File: src/rtl/scc_pkg.sv
// -----------------------------------------------------------------------------
// scc_pkg
// Shared types and constants for the memory/write-back stage.
//   mwb_state_t : stage FSM states (IDLE, MEM, WB)
//   FLAG_*      : bit positions of N, C, Z, V inside the 4-bit CPSR vector
// -----------------------------------------------------------------------------
package scc_pkg;

   typedef enum logic [1:0] {
      IDLE = 2'd0,
      MEM  = 2'd1,
      WB   = 2'd2
   } mwb_state_t;

   localparam int FLAG_N = 3;
   localparam int FLAG_C = 2;
   localparam int FLAG_Z = 1;
   localparam int FLAG_V = 0;

endpackage

File: src/rtl/mem_wb_stage_cpsr_reg.sv
// -----------------------------------------------------------------------------
// cpsr_reg
// 4-bit condition-flag register {N,C,Z,V} with write enable.
// Ports:
//   clk  in   clock
//   rst  in   asynchronous active-high reset (clears flags)
//   we   in   load d on the next rising edge
//   d    in   new flags
//   q    out  current flags
// -----------------------------------------------------------------------------
module cpsr_reg (
   input  logic       clk,
   input  logic       rst,
   input  logic       we,
   input  logic [3:0] d,
   output logic [3:0] q
);

   // NOTE: sequential state uses non-blocking (<=) so every flop samples
   // pre-edge values regardless of block ordering.
   always_ff @(posedge clk or posedge rst) begin
      if (rst)     q <= '0;
      else if (we) q <= d;
   end

endmodule

File: src/rtl/mem_wb_stage.sv
// -----------------------------------------------------------------------------
// mem_wb_stage
// Stage after execute: accepts one EX result per handshake, performs the
// optional data-memory load/store, drives the register-file write port and
// holds the CPSR flags. EX is stalled (in_ready low) while an access is
// outstanding; a timeout counter bounds the wait on mem_ready.
// Ports:
//   clk, rst                      clock, async active-high reset
//   in_valid / in_ready           EX handshake (ready only in IDLE)
//   in_result, in_flags(_we)      ALU result (+carry bit, unused) and flags
//   in_dest_reg, in_w_enable,
//   in_w_select, in_imm_value     register write control / immediate source
//   in_is_load, in_is_store,
//   in_addr, in_store_data        memory operation
//   mem_req/we/addr/wdata         memory request, held until mem_ready
//   mem_ready, mem_rdata          memory completion and read data
//   rf_we/waddr/wdata             register-file write port (one-cycle strobe)
//   cpsr_flags                    {N,C,Z,V}
//   bus_err                       sticky: an access timed out
//   retire                        one-cycle pulse per completed instruction
// -----------------------------------------------------------------------------
module mem_wb_stage
   import scc_pkg::*;
#(
   parameter int DATA_W      = 32,
   parameter int REG_ADDR_W  = 3,
   parameter int MEM_ADDR_W  = 16,
   parameter int MEM_TIMEOUT = 255
) (
   input  logic                  clk,
   input  logic                  rst,
   input  logic                  in_valid,
   output logic                  in_ready,
   input  logic [DATA_W:0]       in_result,
   input  logic [3:0]            in_flags,
   input  logic                  in_flags_we,
   input  logic [REG_ADDR_W-1:0] in_dest_reg,
   input  logic                  in_w_enable,
   input  logic                  in_w_select,
   input  logic [DATA_W-1:0]     in_imm_value,
   input  logic                  in_is_load,
   input  logic                  in_is_store,
   input  logic [DATA_W-1:0]     in_addr,
   input  logic [DATA_W-1:0]     in_store_data,
   output logic                  mem_req,
   output logic                  mem_we,
   output logic [MEM_ADDR_W-1:0] mem_addr,
   output logic [DATA_W-1:0]     mem_wdata,
   input  logic                  mem_ready,
   input  logic [DATA_W-1:0]     mem_rdata,
   output logic                  rf_we,
   output logic [REG_ADDR_W-1:0] rf_waddr,
   output logic [DATA_W-1:0]     rf_wdata,
   output logic [3:0]            cpsr_flags,
   output logic                  bus_err,
   output logic                  retire
);

   localparam int CNT_W = $clog2(MEM_TIMEOUT + 1);
   localparam logic [CNT_W-1:0] CNT_LAST = CNT_W'(MEM_TIMEOUT - 1);

   mwb_state_t            state, state_nxt;
   logic [CNT_W-1:0]      wait_cnt;
   logic                  lat_load;
   logic                  lat_wen;
   logic [REG_ADDR_W-1:0] lat_dest;
   logic                  accept;
   logic                  is_mem;
   logic                  unused_bits;

   // Carry-out and the pointer bits above the memory window are not used here.
   assign unused_bits = ^{in_result[DATA_W], in_addr[DATA_W-1:MEM_ADDR_W]};

   assign in_ready = (state == IDLE);
   assign accept   = in_valid & in_ready;
   assign is_mem   = in_is_load | in_is_store;
   // Decoded from state so an asynchronous reset drops the request at once.
   assign mem_req  = (state == MEM);

   always_ff @(posedge clk or posedge rst) begin
      if (rst) state <= IDLE;
      else     state <= state_nxt;
   end

   // NOTE: every signal written here gets a default first, so no path
   // through the case leaves it unassigned and no latch is inferred.
   always_comb begin
      state_nxt = state;
      unique case (state)
         IDLE: if (accept && is_mem) state_nxt = MEM;
         // mem_ready is tested before the timeout so it wins on the last cycle.
         MEM:  if (mem_ready)              state_nxt = lat_load ? WB : IDLE;
               else if (wait_cnt == CNT_LAST) state_nxt = IDLE;
         WB:   state_nxt = IDLE;
         default: state_nxt = IDLE;
      endcase
   end

   always_ff @(posedge clk or posedge rst) begin
      if (rst) begin
         mem_we    <= 1'b0;
         mem_addr  <= '0;
         mem_wdata <= '0;
         rf_we     <= 1'b0;
         rf_waddr  <= '0;
         rf_wdata  <= '0;
         bus_err   <= 1'b0;
         retire    <= 1'b0;
         wait_cnt  <= '0;
         lat_load  <= 1'b0;
         lat_wen   <= 1'b0;
         lat_dest  <= '0;
      end else begin
         rf_we  <= 1'b0;
         retire <= 1'b0;

         if (accept) begin
            if (is_mem) begin
               // Load takes priority when both load and store are flagged.
               mem_we    <= ~in_is_load;
               mem_addr  <= in_addr[MEM_ADDR_W-1:0];
               mem_wdata <= in_store_data;
               lat_load  <= in_is_load;
               lat_wen   <= in_w_enable;
               lat_dest  <= in_dest_reg;
               wait_cnt  <= '0;
            end else begin
               rf_we    <= in_w_enable;
               rf_waddr <= in_dest_reg;
               rf_wdata <= in_w_select ? in_imm_value : in_result[DATA_W-1:0];
               retire   <= 1'b1;
            end
         end

         if (state == MEM) begin
            if (mem_ready) begin
               // Load: write-back strobe and retire land in the WB cycle.
               // Store: retire lands in the IDLE cycle that follows.
               retire <= 1'b1;
               if (lat_load) begin
                  rf_we    <= lat_wen;
                  rf_waddr <= lat_dest;
                  rf_wdata <= mem_rdata;
               end
            end else if (wait_cnt == CNT_LAST) begin
               bus_err <= 1'b1;
            end else begin
               wait_cnt <= wait_cnt + 1'b1;
            end
         end
      end
   end

   cpsr_reg u_cpsr (
      .clk (clk),
      .rst (rst),
      .we  (accept & in_flags_we & ~is_mem),
      .d   (in_flags),
      .q   (cpsr_flags)
   );

endmodule

File: config.mk
export PLATFORM = sky130hd
export DESIGN_NAME = mem_wb_stage
export DESIGN_NICKNAME = d
export VERILOG_FILES = /design/src/rtl/scc_pkg.sv /design/src/rtl/mem_wb_stage_cpsr_reg.sv /design/src/rtl/mem_wb_stage.sv
export SDC_FILE = /design/constraint.sdc
export NUM_CORES = 1
export LEC_CHECK = 0
export CORE_MARGIN = 10
export CORE_UTILIZATION = 35
export CTS_CLUSTER_SIZE = 40
export DETAILED_ROUTE_END_ITERATION = 16
export HOLD_SLACK_MARGIN = 0.03
export PLACE_DENSITY = 0.85
export SLEW_MARGIN = 25
export SYNTH_ARGS = -nofsm -noshare
export SYNTH_HDL_FRONTEND = slang
export SYNTH_SLANG_ARGS = --single-unit
File: constraint.sdc
create_clock -name clk -period 3.2 [get_ports clk]
set_input_delay 0.48 -clock clk [delete_from_list [all_inputs] [get_ports clk]]
set_output_delay 0.48 -clock clk [all_outputs]
set_load 0.02 [all_outputs]
Yosys cells after proc, flatten, opt, wreduce, memory -nomap -nowiden
Index checks and enable logic that the tools add are counted.
Cells by class
  add/sub/neg operators: 1
  equality and inequality tests: 4
  mux-type cells: 30
  bitwise logic cells: 7
  reductions and logical operators: 5
Operators by type and width (number)
  $mux 32: 6
  $mux 8: 5
  $mux 3: 5
  $mux 1: 9
  $add 8x1->8 const B: 1
  $eq 8x8->1 const B: 1
  $mux 2: 4
  $pmux 2 s2: 1
  $reduce_and 2->1: 2
  $and 1x1->1: 3
  $ne 3x1->1 const B: 1
  $not 1->1: 3
  $reduce_and 3->1: 1
  $eq 2x1->1 const B: 1
  $logic_not 2->1: 1
  $ne 2x1->1 const B: 1
  $logic_and 1x1->1: 1
  $or 1x1->1: 1
Storage, ports and cells
  register bits after elaboration: 106
  bits of input ports: 177
  output and inout port bits: 93
  logic and storage cells: 61

Logic depth before layout (Yosys ltp)
Gate-level depths: netlist of the first run.
  depth after elaboration: 6
  gate-level depth with buffers: 6
  gate-level depth less buffers: 5

By module
A second synthesis of the first run with hierarchy kept.
Unflattened totals
  cell total of the unflattened synthesis: 420
  area total of the unflattened synthesis: 4927.2 um2
By module, submodules not included
  mem_wb_stage: times used 1, cells an instance 411, area an instance 4778.3 um2, sequential area each 2552.4 um2
  cpsr_reg: times used 1, cells an instance 9, area an instance 148.9 um2, sequential area each 100.1 um2

Worst setup path after synthesis of the first run
No wires, ideal clock.
  kind: register -> register
  from: reg state[0]
  to: reg rf_wdata[24]
  setup time: 131 ps
  data arrival time: 1575 ps
  data required time: 3069 ps
  path slack: 1494 ps
  stages on the path, launching flop included: 7
  buffers on the path: 3
  cells stage by stage: dfrtp_1 -> buf_6 -> or3b_4 -> buf_6 -> nor3_4 -> buf_6 -> o211ai_1
On the way
  cells in the longest elaborated chain, start to end: 6
  elaborated cells on any way between the ends: 7
  those cells by class: 1 x eq/ne; 4 x mux; 1 x bitwise; 1 x reduce/logical
RTL lines
  from (decl): line mem_wb_stage.sv:62  | mwb_state_t state, state_nxt;
  from (signal assigned): line mem_wb_stage.sv:82  | else state <= state_nxt;
  $logic_not 2->1: line mem_wb_stage.sv:74  | assign in_ready = (state == IDLE);
  $and 1x1->1: line mem_wb_stage.sv:75  | assign accept = in_valid & in_ready;
  $mux 32: line mem_wb_stage.sv:117  | if (accept) begin
  $mux 32: line mem_wb_stage.sv:140  | if (lat_load) begin
  $mux 32: line mem_wb_stage.sv:136  | if (mem_ready) begin
  $mux 32 *: line mem_wb_stage.sv:135  | if (state == MEM) begin
  to (signal assigned): line mem_wb_stage.sv:130  | rf_wdata <= in_w_select ? in_imm_value : in_result[DATA_W-1:0];
  to (signal assigned): line mem_wb_stage.sv:143  | rf_wdata <= mem_rdata;
  to (decl): line mem_wb_stage.sv:53  | output logic [DATA_W-1:0] rf_wdata,
Mark *: on every way between the ends. The rest lies on a longest branch, timed or not.
A chain may end at the register's enable or synchronous reset.

Final worst setup path of the first run
  from: reg state[0]
  to: out mem_req
On the way
  cells in the longest elaborated chain, start to end: 1
RTL lines
  $eq 2x1->1: line mem_wb_stage.sv:78  | assign mem_req = (state == MEM);
  to (decl): line mem_wb_stage.sv:45  | output logic mem_req,
No other way between the ends.

==> reports/summary.txt, run 1 <==
I/O pins - 270
Synth-to-Final Area Change - 60.7%
chip height - 139 um
Worst Setup Start Kind - register
CTS tree - yes
clock-pin transition on the worst setup and hold timing paths - 0.07 ns
area occupied by multi-input gates - 2120 um2
Hold Violations, Final - 0
Syn Area/Cell - 11.8 um2
total power - 6.02 mW
Synth cell types - 38
pre-CTS setup slack - 0.706 ns
first-pass GRT wire length - 25600 um
PortBufs - 252
GR Util All Layers - 16.3%
GRT overflow - 0
CTS Hold Bufs - 0
Max clock buf depth - 2
Routed Antenna Nets - 0
Final GP Congestion - 0.845
max_cap viols - 0
utilization after layout - 57.3%
Tcrit/Tclk final - 67.7%
Setup CP Type - reg -> out
share of cells above drive strength 1 - 18.7%
RSZ-0062 raised after global routing - no
Fillers - 1086
post-DP HPWL - 12500 um
cell taking the most area after synthesis - dfrtp_1
setup bufs post-CTS - 0
maximum VDD drop - 0.000389 V
max_slew headroom - 49.7%
H-Tree Depth - 3
critical path fanouts, max - 8
most common cell after layout, fill and taps aside - clkdlybuf4s50_1
clock latency on the worst-skew pair - 0.34 ns
worst hold-check path type - reg -> reg
Core Area - 13800 um2
Resize count post-CTS - 0
Synth Warn # - 0
run status - complete, no violations
drt initial violations - 157
Placement Cell Area - 7640 um2
register area share after synthesis - 53.8%
Yosys top cell area share - 53.8%
post-route cell area - 7920 um2
post-detailed-route wirelength per cell - 18.8 um
commonest non-fill, non-tap cells in the layout - 252 x clkdlybuf4s50_1, 106 x dfrtp_1, 89 x mux2_2
CP endpoint kind - output pin
syn_nets - 598
Sequential cell area - 2650 um2
FMAX - 0.461 GHz
crit path time final - 2.17 ns
Die ar. - 19200 um2
WP data required - 2.72 ns
routed via count - 4312
Root Buffer - clkbuf_16
dpl cells - 834
Nets - 844
Antenna Cells - 0
FP Rows - 43
length of the first detailed-routing pass in iterations - 4
leakage power - 3.15 nW
Worst-Margin Slew - 0.749 ns
Vias/cell - 5.07
top cells by area, synth - dfrtp_1 54%, mux2_2 20%, nand2_1 5.6%
register bit total from synthesis - 106
DRC - 0
number of global-route vias before repair - 4721
Final WS setup - 1.03 ns
Sum Neg Setup Slack - 0 ns
Cell Area, Synth - 4930 um2
Slew Limit Fails - 0
die width - 139 um
Total Wirelength - 16000 um
Hold WS - 0.486 ns
CP Data Arrival Time - 1.69 ns
Pwr per Cell Area - 760 nW/um2
cts bufs inserted - 9
Final setup viols - 0
clk sinks - 106
Initial Utilization - 35.6%
final non-filler cell total - 850
initial antenna violation count - 0
largest net degree at the start of global routing - 107
Clock Skews - 0.00883 ns
Synth Instances - 419
## cell type report
cell class,instances,share of cell area (%)
clock buffer,11,3.06
clock inverter,5,0.474
inverter,3,0.190
multi-input combinational,283,26.8
sequential,106,33.5
tap,180,2.84
timing repair buffer,262,33.1
## cells by family after synthesis
family / share of synthesized area, %
buf+inv: 3.45
fa+ha+maj: 0.508
simple gates: 12.6
flops: 53.8
mux: 21.6
compound gates: 8.02
## layer usage
layer / track usage [%] / up-vias / wire [um]
met5: 0 / - / 0
met4: 7.52 / 0 / 488
met3: 7.67 / 30 / 1740
met2: 25.5 / 225 / 7240
met1: 18.5 / 2051 / 6480
li1: - / 2006 / -
## sequential cells by signal (all words and copies together), names as in the netlist
name       flops
mem_wdata     32
rf_wdata      32
mem_addr      16
wait_cnt       8
u_cpsr.q       4
lat_dest       3
rf_waddr       3
state          2
bus_err        1
lat_load       1
lat_wen        1
mem_we         1
retire         1
rf_we          1
## power breakdown
| group | switching [mW] | total [mW] | leakage [nW] | internal [mW] |
|---|---|---|---|---|
| combinational | 1.35 | 2.80 | 1.73 | 1.46 |
| clock | 0.488 | 1.04 | 0.132 | 0.553 |
| sequential | 0.311 | 2.18 | 1.29 | 1.87 |
| total | 2.15 | 6.02 | 3.15 | 3.87 |
## Yosys cell counts (all sizes together)
cell type    n
inv          3
nand4b       1
a211oi       2
nor3         2
o21ai       11
and3         1
nand4        2
a31oi        2
ha           2
or3b         2
nor2         3
and4         2
dfrtp      106
mux2        89
o211ai      35
nor4         2
a21o         1
a22o         1
mux2i        6
a31o         1
nand2       73
nor3b        2
nor2b        1
o21bai       2
buf         13
clkbuf      14
nor4bb       2
nand3       38
## worst max-delay path: stages (launching register included)
cell	delay, ns
dfrtp_1	0.48
nor2b_1	0.21
clkdlybuf4s50_1	0.66
## worst paths after layout
check | to | depth (start not counted) | start | slack, ns
worst max register to register | mem_addr[5] | 4 | state[0] | 1.20
worst min register to register | rf_waddr[0] | 2 | lat_dest[0] | 0.49
min in group asynchronous | mem_wdata[0] | 3 | rst | 0.66
max in group asynchronous | rf_wdata[11] | 3 | rst | 2.12
worst max-delay path | mem_req | 2 | state[0] | 1.03
worst min-delay path | rf_waddr[0] | 2 | lat_dest[0] | 0.49
Power figures use the tool's default switching activity.
==> run 2, diff against run 1 <==
--- a/config.mk
+++ b/config.mk
@@ -6,11 +6,11 @@
 export NUM_CORES = 1
 export LEC_CHECK = 0
 export CORE_MARGIN = 10
-export CORE_UTILIZATION = 35
+export CORE_UTILIZATION = 39
 export CTS_CLUSTER_SIZE = 40
 export DETAILED_ROUTE_END_ITERATION = 16
 export HOLD_SLACK_MARGIN = 0.03
-export PLACE_DENSITY = 0.85
+export PLACE_DENSITY = 0.9
 export SLEW_MARGIN = 25
 export SYNTH_ARGS = -nofsm -noshare
 export SYNTH_HDL_FRONTEND = slang
==> constraint.sdc (replaced) <==
create_clock -name clk -period 2.1 [get_ports clk]
set_input_delay 0.315 -clock clk [delete_from_list [all_inputs] [get_ports clk]]
set_output_delay 0.315 -clock clk [all_outputs]
set_load 0.02 [all_outputs]
==> run 2 against run 1 <==
Effect of this change: via count fell by 0.19%; final cell count fell by 0.12%; clock skew shrank 0.0018 ns; global-route usage increased by 1.9 points; worst setup slack lost 0.84 ns; total power grew 56%; count of clock-buffer cells in the layout is 1 lower; utilization up 7.1 points; sequential share of layout area decreased by 0.56 points; critical path depth did not move; worst hold slack lost 0.073 ns; non-clock buffer count is 7 higher; largest power group unchanged; highest routed layer unchanged.
==> reports/summary.txt, run 2 (synthesis gave the netlist of run 1 again) <==
commonest non-fill, non-tap cells in the layout - 251 x clkdlybuf4s50_1, 106 x dfrtp_1, 89 x mux2_2
Antenna Cells - 0 (unchanged)
I/O pins - 270 (unchanged)
Worst R2R Path Depth - 4 (unchanged)
switching share of total power - 35.2% (-0.40 points)
most common cell after layout, fill and taps aside - clkdlybuf4s50_1
clock latency on the worst-skew pair - 0.34 ns (about the same)
Total Wirelength - 16100 um (+0.96%)
switching power - 3.30 mW (+54%)
max_slew headroom - 59.7% (+9.9 points)
Tcrit/Tclk final - 91.0%
cts bufs inserted - 9 (unchanged)
Final GP Congestion - 0.794 (-6.0%)
Pwr per Cell Area - 1160 nW/um2 (+53%)
Nets - 851 (+0.83%)
Flop pwr share - 35.3% (-0.9 points)
Sum Neg Setup Slack - 0 ns (unchanged)
post-DP HPWL - 12700 um (+1.3%)
RR Startpoint - state[0]
Internal - 6.07 mW (+57%)
Core Area - 12500 um2 (-9.5%)
clk sinks - 106 (unchanged)
Synth-to-Final Area Change - 63.4%
run status - complete, no violations
first-pass GRT wire length - 25700 um (+0.46%)
routed via count - 4304 (-0.19%)
CTS tree - yes
post-detailed-route wirelength per cell - 19.0 um (+1.1%)
Max clock buf depth - 2 (unchanged)
Clock power frac - 18.5% (+1.2 points)
FMAX - 0.523 GHz
Initial Utilization - 39.4% (+3.7 points)
Routed Antenna Nets - 0 (unchanged)
FP Rows - 41 (-4.7%)
crit path time final - 1.91 ns
H-Tree Depth - 3 (unchanged)
Root Buffer - clkbuf_16
Slew Limit Fails - 0 (unchanged)
Worst Setup Start Kind - register
initial antenna violation count - 0 (unchanged)
max_cap viols - 0 (unchanged)
number of global-route vias before repair - 4793 (+1.5%)
Hold Violations, Final - 0 (unchanged)
chip height - 132 um (-4.5%)
worst hold-check path type - in -> async
Vias/cell - 5.07 (about the same)
share of cells above drive strength 1 - 19.6% (+0.99 points)
Fillers - 960 (-12%)
RR Endpoint - mem_wdata[6]
combinational share of power - 46.3% (-0.3 points)
critical path fanouts, max - 8 (unchanged)
drt initial violations - 118 (-25%)
Final setup viols - 0 (unchanged)
CP endpoint kind - output pin
largest registers - mem_wdata x32, rf_wdata x32, mem_addr x16
die width - 132 um (-4.5%)
RSZ-0062 raised after global routing - no
length of the first detailed-routing pass in iterations - 4 (unchanged)
WP data required - 1.78 ns (-0.94 ns)
leakage power - 3.22 nW (+2.3%)
clock-pin transition on the worst setup and hold timing paths - 0.07 ns (about the same)
GR Util All Layers - 18.2% (+1.9 points)
register-to-register setup slack - 0.28 ns (-0.92 ns)
GRT overflow - 0 (unchanged)
final non-filler cell total - 849 (-0.12%)
setup bufs post-CTS - 0 (unchanged)
largest net degree at the start of global routing - 67 (-37%)
DRC - 0 (unchanged)
dpl cells - 833 (-0.12%)
Setup CP Type - reg -> out
Final WS setup - 0.189 ns (-0.844 ns)
CP Data Arrival Time - 1.60 ns (-0.09 ns)
Worst-Margin Slew - 0.601 ns (-0.148 ns)
maximum VDD drop - 0.000572 V (+47%)
Die ar. - 17500 um2 (-8.8%)
CTS Hold Bufs - 0 (unchanged)
pre-CTS setup slack - -0.0103 ns (-0.716 ns)
PortBufs - 252 (unchanged)
Clock Skews - 0.00705 ns (-0.00177 ns)
run 2: timing repair:
| action | 4_1_cts | 5_1_grt |
|---|---|---|
| resized for setup | 1 | 0 |
| endpoints found under the setup margin | 1 | 0 |
| endpoints found under the hold margin | 0 | 0 |
run 2: power groups by stage:
stage / combinational (mW) / clock, mW / sequential [mW]
finish: 4.34 / 1.73 / 3.31
global route: 4.62 / 1.86 / 3.41
CTS: 4.41 / 1.78 / 3.32
detailed placement: 4.40 / 0 / 3.35
global placement: 4.29 / 0 / 3.30
floorplan: 1.19 / 0 / 4.20
run 2: how the worst max path moves through the flow:
stage / from / to / slack [ns]
2_1_floorplan: state[0] / rf_wdata[24] / 0.39
3_3_place_gp: in_valid / mem_addr[2] / 0.05
3_5_place_dp: in_valid / mem_wdata[6] / -0.01
4_1_cts: state[1] / in_ready / 0.17
5_1_grt: state[0] / in_ready / 0.13
6_report: state[0] / in_ready / 0.19
run 2: cell type report:
class                           count  area [um2]  share of cell area [%]
Clock buffer                       10         239                    2.97
Clock inverter                      6        71.3                   0.886
Inverter                            3        15.0                   0.186
Multi-Input combinational cell    283        2120                    26.4
Sequential cell                   106        2650                    32.9
Tap cell                          172         215                    2.67
Timing Repair Buffer              269        2740                    34.0
run 2: per-stage QoR:
step / power (mW) / cell area, um2 / hold WS (ns) / utilization (%)
after floorplan: 5.39 / 4930 / 0.427 / -
after global placement: 7.59 / 7740 / 0.463 / 61.9
after detailed placement: 7.75 / 7740 / 0.469 / 61.9
after CTS: 9.51 / 8050 / 0.422 / 64.3
after global routing: 9.89 / 8050 / 0.449 / 64.3
final: 9.38 / 8050 / 0.413 / 64.3
run 2: routing by layer:
| layer | up-vias | part of all wire, % | GRT usage [%] |
|---|---|---|---|
| li1 | 2018 | - | - |
| met1 | 2053 | 40 | 20.7 |
| met2 | 209 | 48 | 29.8 |
| met3 | 24 | 9.7 | 7.80 |
| met4 | 0 | 2.2 | 6.36 |
| met5 | - | 0 | 0 |
run 2: critical path: stages (launching register included):
cell and delay, ns:
dfrtp_1 0.48, nor2_1 0.15, clkdlybuf4s50_1 0.63
